### config.mk
export PLATFORM = sky130hd
export DESIGN_NAME = paddle_position
export DESIGN_NICKNAME = d
export VERILOG_FILES = /design/src/rtl/paddle_position.sv
export SDC_FILE = /design/constraint.sdc
export NUM_CORES = 1
export LEC_CHECK = 0
export BUFFER_PORTS_ARGS = -buffer_cell sky130_fd_sc_hd__buf_2
export CORE_UTILIZATION = 43
export CTS_CLUSTER_SIZE = 40
export DETAILED_ROUTE_END_ITERATION = 7
export GPL_TIMING_DRIVEN = 0
export SETUP_SLACK_MARGIN = 0.3
export SLEW_MARGIN = 20
export SYNTH_ARGS = -nofsm -noshare
export SYNTH_HDL_FRONTEND = slang
export SYNTH_SLANG_ARGS = --single-unit
### constraint.sdc
create_clock -name clk -period 3.59 [get_ports clk]
set_input_delay 0.718 -clock clk [delete_from_list [all_inputs] [get_ports clk]]
set_output_delay 0.718 -clock clk [all_outputs]
set_load 0.005 [all_outputs]
### src/rtl/paddle_position.sv
// rtl/paddle_position.sv - paddle centre integrator with hold-to-accelerate, playfield clamp and recenter handshake
module paddle_position #(
    parameter int WIDTH      = 17,
    parameter int CENTER     = 64,
    parameter int FAST_AFTER = 8,
    parameter int FAST_STEP  = 2
) (
    input  logic       clk,
    input  logic       rst,
    input  logic       tick,
    input  logic [2:0] dx,
    input  logic       recenter_req,
    output logic [6:0] actual_pos,
    output logic       moving,
    output logic       recentering,
    output logic       recenter_done,
    output logic       at_min,
    output logic       at_max
);

    localparam int MIN_P = WIDTH / 2;
    localparam int MAX_P = 127 - WIDTH / 2;
    localparam int RW    = $clog2(FAST_AFTER + 1);

    localparam logic [6:0]        MIN_POS  = 7'(MIN_P);
    localparam logic [6:0]        MAX_POS  = 7'(MAX_P);
    localparam logic [6:0]        CTR_POS  = 7'(CENTER);
    localparam logic signed [8:0] MIN9     = 9'(MIN_P);
    localparam logic signed [8:0] MAX9     = 9'(MAX_P);
    localparam logic [RW-1:0]     RUN_MAX  = RW'(FAST_AFTER);
    localparam logic [RW-1:0]     RUN_ONE  = RW'(1);
    localparam logic [2:0]        FAST_MAG = 3'(FAST_STEP);

    typedef enum logic [1:0] {
        S_IDLE,
        S_SLOW,
        S_FAST,
        S_RECENTER
    } state_t;

    state_t          state_q, state_d;
    logic [6:0]      pos_q, pos_d;
    logic            dir_q, dir_d;
    logic [RW-1:0]   run_cnt_q, run_cnt_d;
    logic            moving_q, moving_d;
    logic            recentering_q, recentering_d;
    logic            done_q, done_d;

    logic            dx_pos, dx_neg, dx_valid, blocked, same_dir;
    logic            step_neg;
    logic [2:0]      step_mag;
    logic signed [8:0] pos9, mag9, sum9;
    logic [6:0]      next_pos;
    logic [RW-1:0]   run_inc;

    // Only exact +1 / -1 requests move the paddle; dir_q=1 means negative.
    always_comb begin
        dx_pos   = (dx == 3'b001);
        dx_neg   = (dx == 3'b111);
        dx_valid = dx_pos | dx_neg;
        blocked  = (dx_neg && pos_q == MIN_POS) || (dx_pos && pos_q == MAX_POS);
        same_dir = (state_q == S_SLOW || state_q == S_FAST) && (dx_neg == dir_q);
        run_inc  = (run_cnt_q == RUN_MAX) ? RUN_MAX : run_cnt_q + RUN_ONE;
    end

    always_comb begin
        step_neg = dx_neg;
        step_mag = 3'd1;
        if (state_q == S_RECENTER) begin
            step_neg = (pos_q > CTR_POS);
        end else if (state_q == S_FAST && same_dir) begin
            step_mag = FAST_MAG;
        end
    end

    // Signed 9-bit sum so a step past either edge clamps instead of wrapping.
    always_comb begin
        pos9 = $signed({2'b00, pos_q});
        mag9 = $signed({6'b000000, step_mag});
        sum9 = step_neg ? (pos9 - mag9) : (pos9 + mag9);
        if (sum9 < MIN9) begin
            next_pos = MIN_POS;
        end else if (sum9 > MAX9) begin
            next_pos = MAX_POS;
        end else begin
            next_pos = sum9[6:0];
        end
    end

    always_comb begin
        state_d   = state_q;
        pos_d     = pos_q;
        dir_d     = dir_q;
        run_cnt_d = run_cnt_q;
        done_d    = 1'b0;
        case (state_q)
            S_RECENTER: begin
                if (pos_q == CTR_POS) begin
                    state_d = S_IDLE;
                    done_d  = 1'b1;
                end else if (tick) begin
                    pos_d = next_pos;
                end
            end
            default: begin
                if (recenter_req) begin
                    // A coincident tick is deliberately dropped.
                    state_d   = S_RECENTER;
                    run_cnt_d = '0;
                end else if (tick) begin
                    if (!dx_valid || blocked) begin
                        state_d   = S_IDLE;
                        run_cnt_d = '0;
                    end else if (state_q == S_IDLE || !same_dir) begin
                        pos_d     = next_pos;
                        dir_d     = dx_neg;
                        run_cnt_d = RUN_ONE;
                        state_d   = S_SLOW;
                    end else if (state_q == S_SLOW) begin
                        pos_d     = next_pos;
                        run_cnt_d = run_inc;
                        if (run_inc == RUN_MAX) begin
                            state_d = S_FAST;
                        end
                    end else begin
                        pos_d     = next_pos;
                        run_cnt_d = run_inc;
                    end
                end
            end
        endcase
        moving_d      = (state_d == S_SLOW) || (state_d == S_FAST);
        recentering_d = (state_d == S_RECENTER);
    end

    always_ff @(posedge clk) begin
        if (rst) begin
            state_q       <= S_IDLE;
            pos_q         <= CTR_POS;
            dir_q         <= 1'b0;
            run_cnt_q     <= '0;
            moving_q      <= 1'b0;
            recentering_q <= 1'b0;
            done_q        <= 1'b0;
        end else begin
            state_q       <= state_d;
            pos_q         <= pos_d;
            dir_q         <= dir_d;
            run_cnt_q     <= run_cnt_d;
            moving_q      <= moving_d;
            recentering_q <= recentering_d;
            done_q        <= done_d;
        end
    end

    assign actual_pos    = pos_q;
    assign moving        = moving_q;
    assign recentering   = recentering_q;
    assign recenter_done = done_q;
    assign at_min        = (pos_q == MIN_POS);
    assign at_max        = (pos_q == MAX_POS);

endmodule

==> metrics.md <==
| Metric | Value |
|---|---|
| Tmin final | 3.22 ns |
| Hold Path Class | reg2reg |
| TritonRoute pass-1 iters | 4 |
| Crit Path Max Fanout | 7 |
| Final setup viols | 0 |
| Synthesized cell area | 1500 um^2 |
| Most used DFF post-synth | dfxtp_1 |
| ANT cells | 0 |
| Largest net degree at the start of global routing | 11 |
| VDD IR-drop max | 0.000217 V |
| RSZ-0062 raised after global routing | yes |
| Congestion Overflow GR | 0 |
| Vias per Instance | 5.69 |
| Initial core utilization | 45.0% |
| Final setup TNS | 0 ns |
| Slew headroom | 63.0% |
| CP startpoint | dx[1] |
| Worst Reg-to-Reg Cells | 12 |
| Worst-Skew Late Latency | 0.29 ns |
| Longest Clk Path Bufs | 2 |
| Internal | 0.303 mW |
| Slew Limit Fails | 0 |
| Clk network pwr share | 23.0% |
| Leakage power total | 0.712 nW |
| Synth cell types | 56 |
| I/O Buffers | 18 |
| Most used routing layer | met2 |
| Drt wl/cell | 14.3 um |
| Post-Layout Cell Count | 258 |
| Vias in the first global route | 1366 |
| Worst-Margin Slew | 0.547 ns |
| I/O pins | 19 |
| Synth warn | 0 |
| Outcome | completed |
| CP Data Required Time | 3.78 ns |
| Row cnt | 21 |
| R2r endpoint | actual_pos[6] |
| DRC errors left | 0 |
| RR Startpoint | state_q[0] |
| Final worst path period share | 89.8% |
| WHS Endpoint | run_cnt_q[0] |
| #FFs+latches synth | 17 |
| GR Layer Usage met2 | 37.0% |
| Gr usage total | 21.9% |
| DIE AREA | 3730 um^2 |
| Combinational share of power | 31.6% |
| Die X | 61.1 um |
| DRT iter0 DRCs | 82 |
| Routed Antenna Nets | 0 |
| Via count | 1468 |
| Post-DP Area | 1660 um^2 |
| Global-route wire length before repair | 6.09 mm |
| CTS root buf | clkbuf_4 |
| Post-synth EDFFs | 0 |
| Initial antenna violation count | 0 |
| Hold Path Stages | 2 |
| Synth-to-layout area growth | 16.7% |
| Worst setup path class | in2reg |
| Worst Setup End Kind | flip-flop |
| Cell count after synthesis | 188 |
| Syn_nets | 209 |
| Placed Cells | 252 |
| Core area | 3340 um^2 |
| Final-stage net count | 234 |
| Dpl hpwl | 2.87 mm |
| FFs w/ async S/R, synth | 0% |
| Routing usage on met1 | 27.4% |
| CP startpoint kind | primary input |
| Met3 Use GR | 5.25% |
| # hold bufs at CTS | 0 |
| Post-synthesis sequential area ratio | 22.7% |
| Hold_ws | 0.541 ns |
| GPL Wtd Cong | 0.854 |
| Final hold vios | 0 |
| TritonCTS Buffers | 3 |
| Worst-path clk slew | 0.10 ns |
| TritonCTS clock tree | done |
| Power Dens Cells | 257 nW/um^2 |
| Net Sw Frac | 32.5% |
| Fin area | 1750 um^2 |
| Fraction of layout cells with a size suffix above 1 | 27.4% |
| Hold path startpoint | run_cnt_q[0] |
| Die Height | 61.1 um |
| Post-Route WL | 3.68 mm |
| Sink Count | 17 |
| CP arrival | 3.42 ns |
| Mapped Avg Cell Area | 7.99 um^2 |
| Flop pwr share | 45.4% |
| Achievable clock frequency | 0.310 GHz |
| R2R setup slack | 0.43 ns |
| Sw Pwr | 0.146 mW |
| Max Cap Viol | 0 |
| Skew final | 0.000760 ns |
| H-Tree Depth | 1 |
critical path, stage by stage:
cell	delay (ns)
buf_4	0.11
and4_1	0.19
o21ai_1	0.08
or3b_4	0.47
ha_4	0.23
and2b_2	0.20
o31a_2	0.29
o211ai_2	0.21
o211ai_4	0.11
or3_4	0.40
o21a_1	0.19
a31o_1	0.20
cell usage after synthesis, drive strengths merged (2+ instances only):
master	count	area (um^2)
or3	4	32.5
a31oi	4	25.0
nor2	19	71.3
mux2i	2	20.0
a21o	2	16.3
clkbuf	2	17.5
and2	4	25.0
nand2	14	52.6
dfxtp	17	340
nor4	4	25.0
nor3	6	30.0
nand3	5	25.0
o211ai	4	48.8
or3b	2	17.5
o21ai	17	88.8
o41ai	2	17.5
or2	2	12.5
fa	2	40.0
nand4b	2	17.5
xnor2	3	26.3
inv	11	41.3
or4	2	16.3
ha	12	150
a22oi	3	22.5
nor2b	3	18.8
a31o	3	26.3
buf	6	50.0
a21oi	10	50.1
o21a	5	37.5
layout by cell type (no fill, tap or decap), types with 2 or more instances in the layout:
master / n
a21oi_1: 10
a22oi_1: 3
a31o_2: 2
a31oi_1: 4
and2_1: 4
buf_2: 16
buf_4: 8
buf_6: 2
clkbuf_1: 2
clkbuf_4: 3
dfxtp_1: 15
dfxtp_4: 2
ha_1: 9
ha_4: 2
inv_1: 9
inv_2: 2
mux2i_1: 2
nand2_1: 14
nand3_1: 5
nand4b_1: 2
nor2_1: 19
nor2b_1: 3
nor3_1: 6
nor4_1: 4
o211ai_1: 2
o21a_1: 5
o21ai_0: 15
o41ai_1: 2
or2_2: 2
or3_2: 2
xnor2_1: 2
routing by layer:
metal  part of all wire, %  routed length, um
met4                   1.6                 60
met3                   5.2                192
met2                    48               1770
met1                    45               1650
met5                     0                  0
cell type report:
cell class / instances / area, um^2
Buffer: 8 / 67.6
Clock buffer: 4 / 26.3
Fill cell: 339 / 1590
Inverter: 11 / 41.3
Multi-Input combinational cell: 152 / 1100
Sequential cell: 17 / 348
Tap cell: 46 / 57.6
Timing Repair Buffer: 20 / 113
registers in the layout, summed over array words and instances (netlist names):
name           count
actual_pos         7
dir_q              1
moving             1
recenter_done      1
recentering        1
run_cnt_q          4
state_q            2
worst max-delay path by stage:
stage | end | depth (start not counted)
after floorplan | actual_pos[6] | 11
after global placement | actual_pos[6] | 12
after detailed placement | actual_pos[6] | 14
after CTS | actual_pos[6] | 12
after global routing | actual_pos[6] | 12
final | actual_pos[6] | 12
power groups by stage:
| stage | Combinational, mW | Clock, mW | Sequential (mW) |
|---|---|---|---|
| after floorplan | 0.0953 | 0 | 0.207 |
| after global placement | 0.129 | 0 | 0.208 |
| after detailed placement | 0.131 | 0 | 0.209 |
| after CTS | 0.132 | 0.107 | 0.204 |
| after global routing | 0.161 | 0.114 | 0.206 |
| final | 0.142 | 0.103 | 0.204 |
cells by family (layout without fill, tap and decap cells):
family          after synthesis  in the layout  share of synthesized area [%]
compound gates               57             57                           26.1
xor+xnor                      4              4                           2.33
fa+ha+maj                    14             14                           12.7
buf+inv                      19             43                           7.25
flops                        17             17                           22.7
mux                           3              3                           2.08
simple gates                 74             74                           26.9
timing repair:
item	4_1_cts	5_1_grt
endpoints found under the setup margin	0	7
resized for setup	0	15
setup buffers	0	2
through the flow:
step	util, %	setup slack [ns]	power [mW]
floorplan	-	0.354	0.303
global placement	49.9	0.0583	0.337
detailed placement	49.9	0.0367	0.340
CTS	50.7	0.318	0.442
global route	52.5	0.240	0.481
finish	52.5	0.367	0.450
No activity file was read; power rests on OpenSTA's default activity.
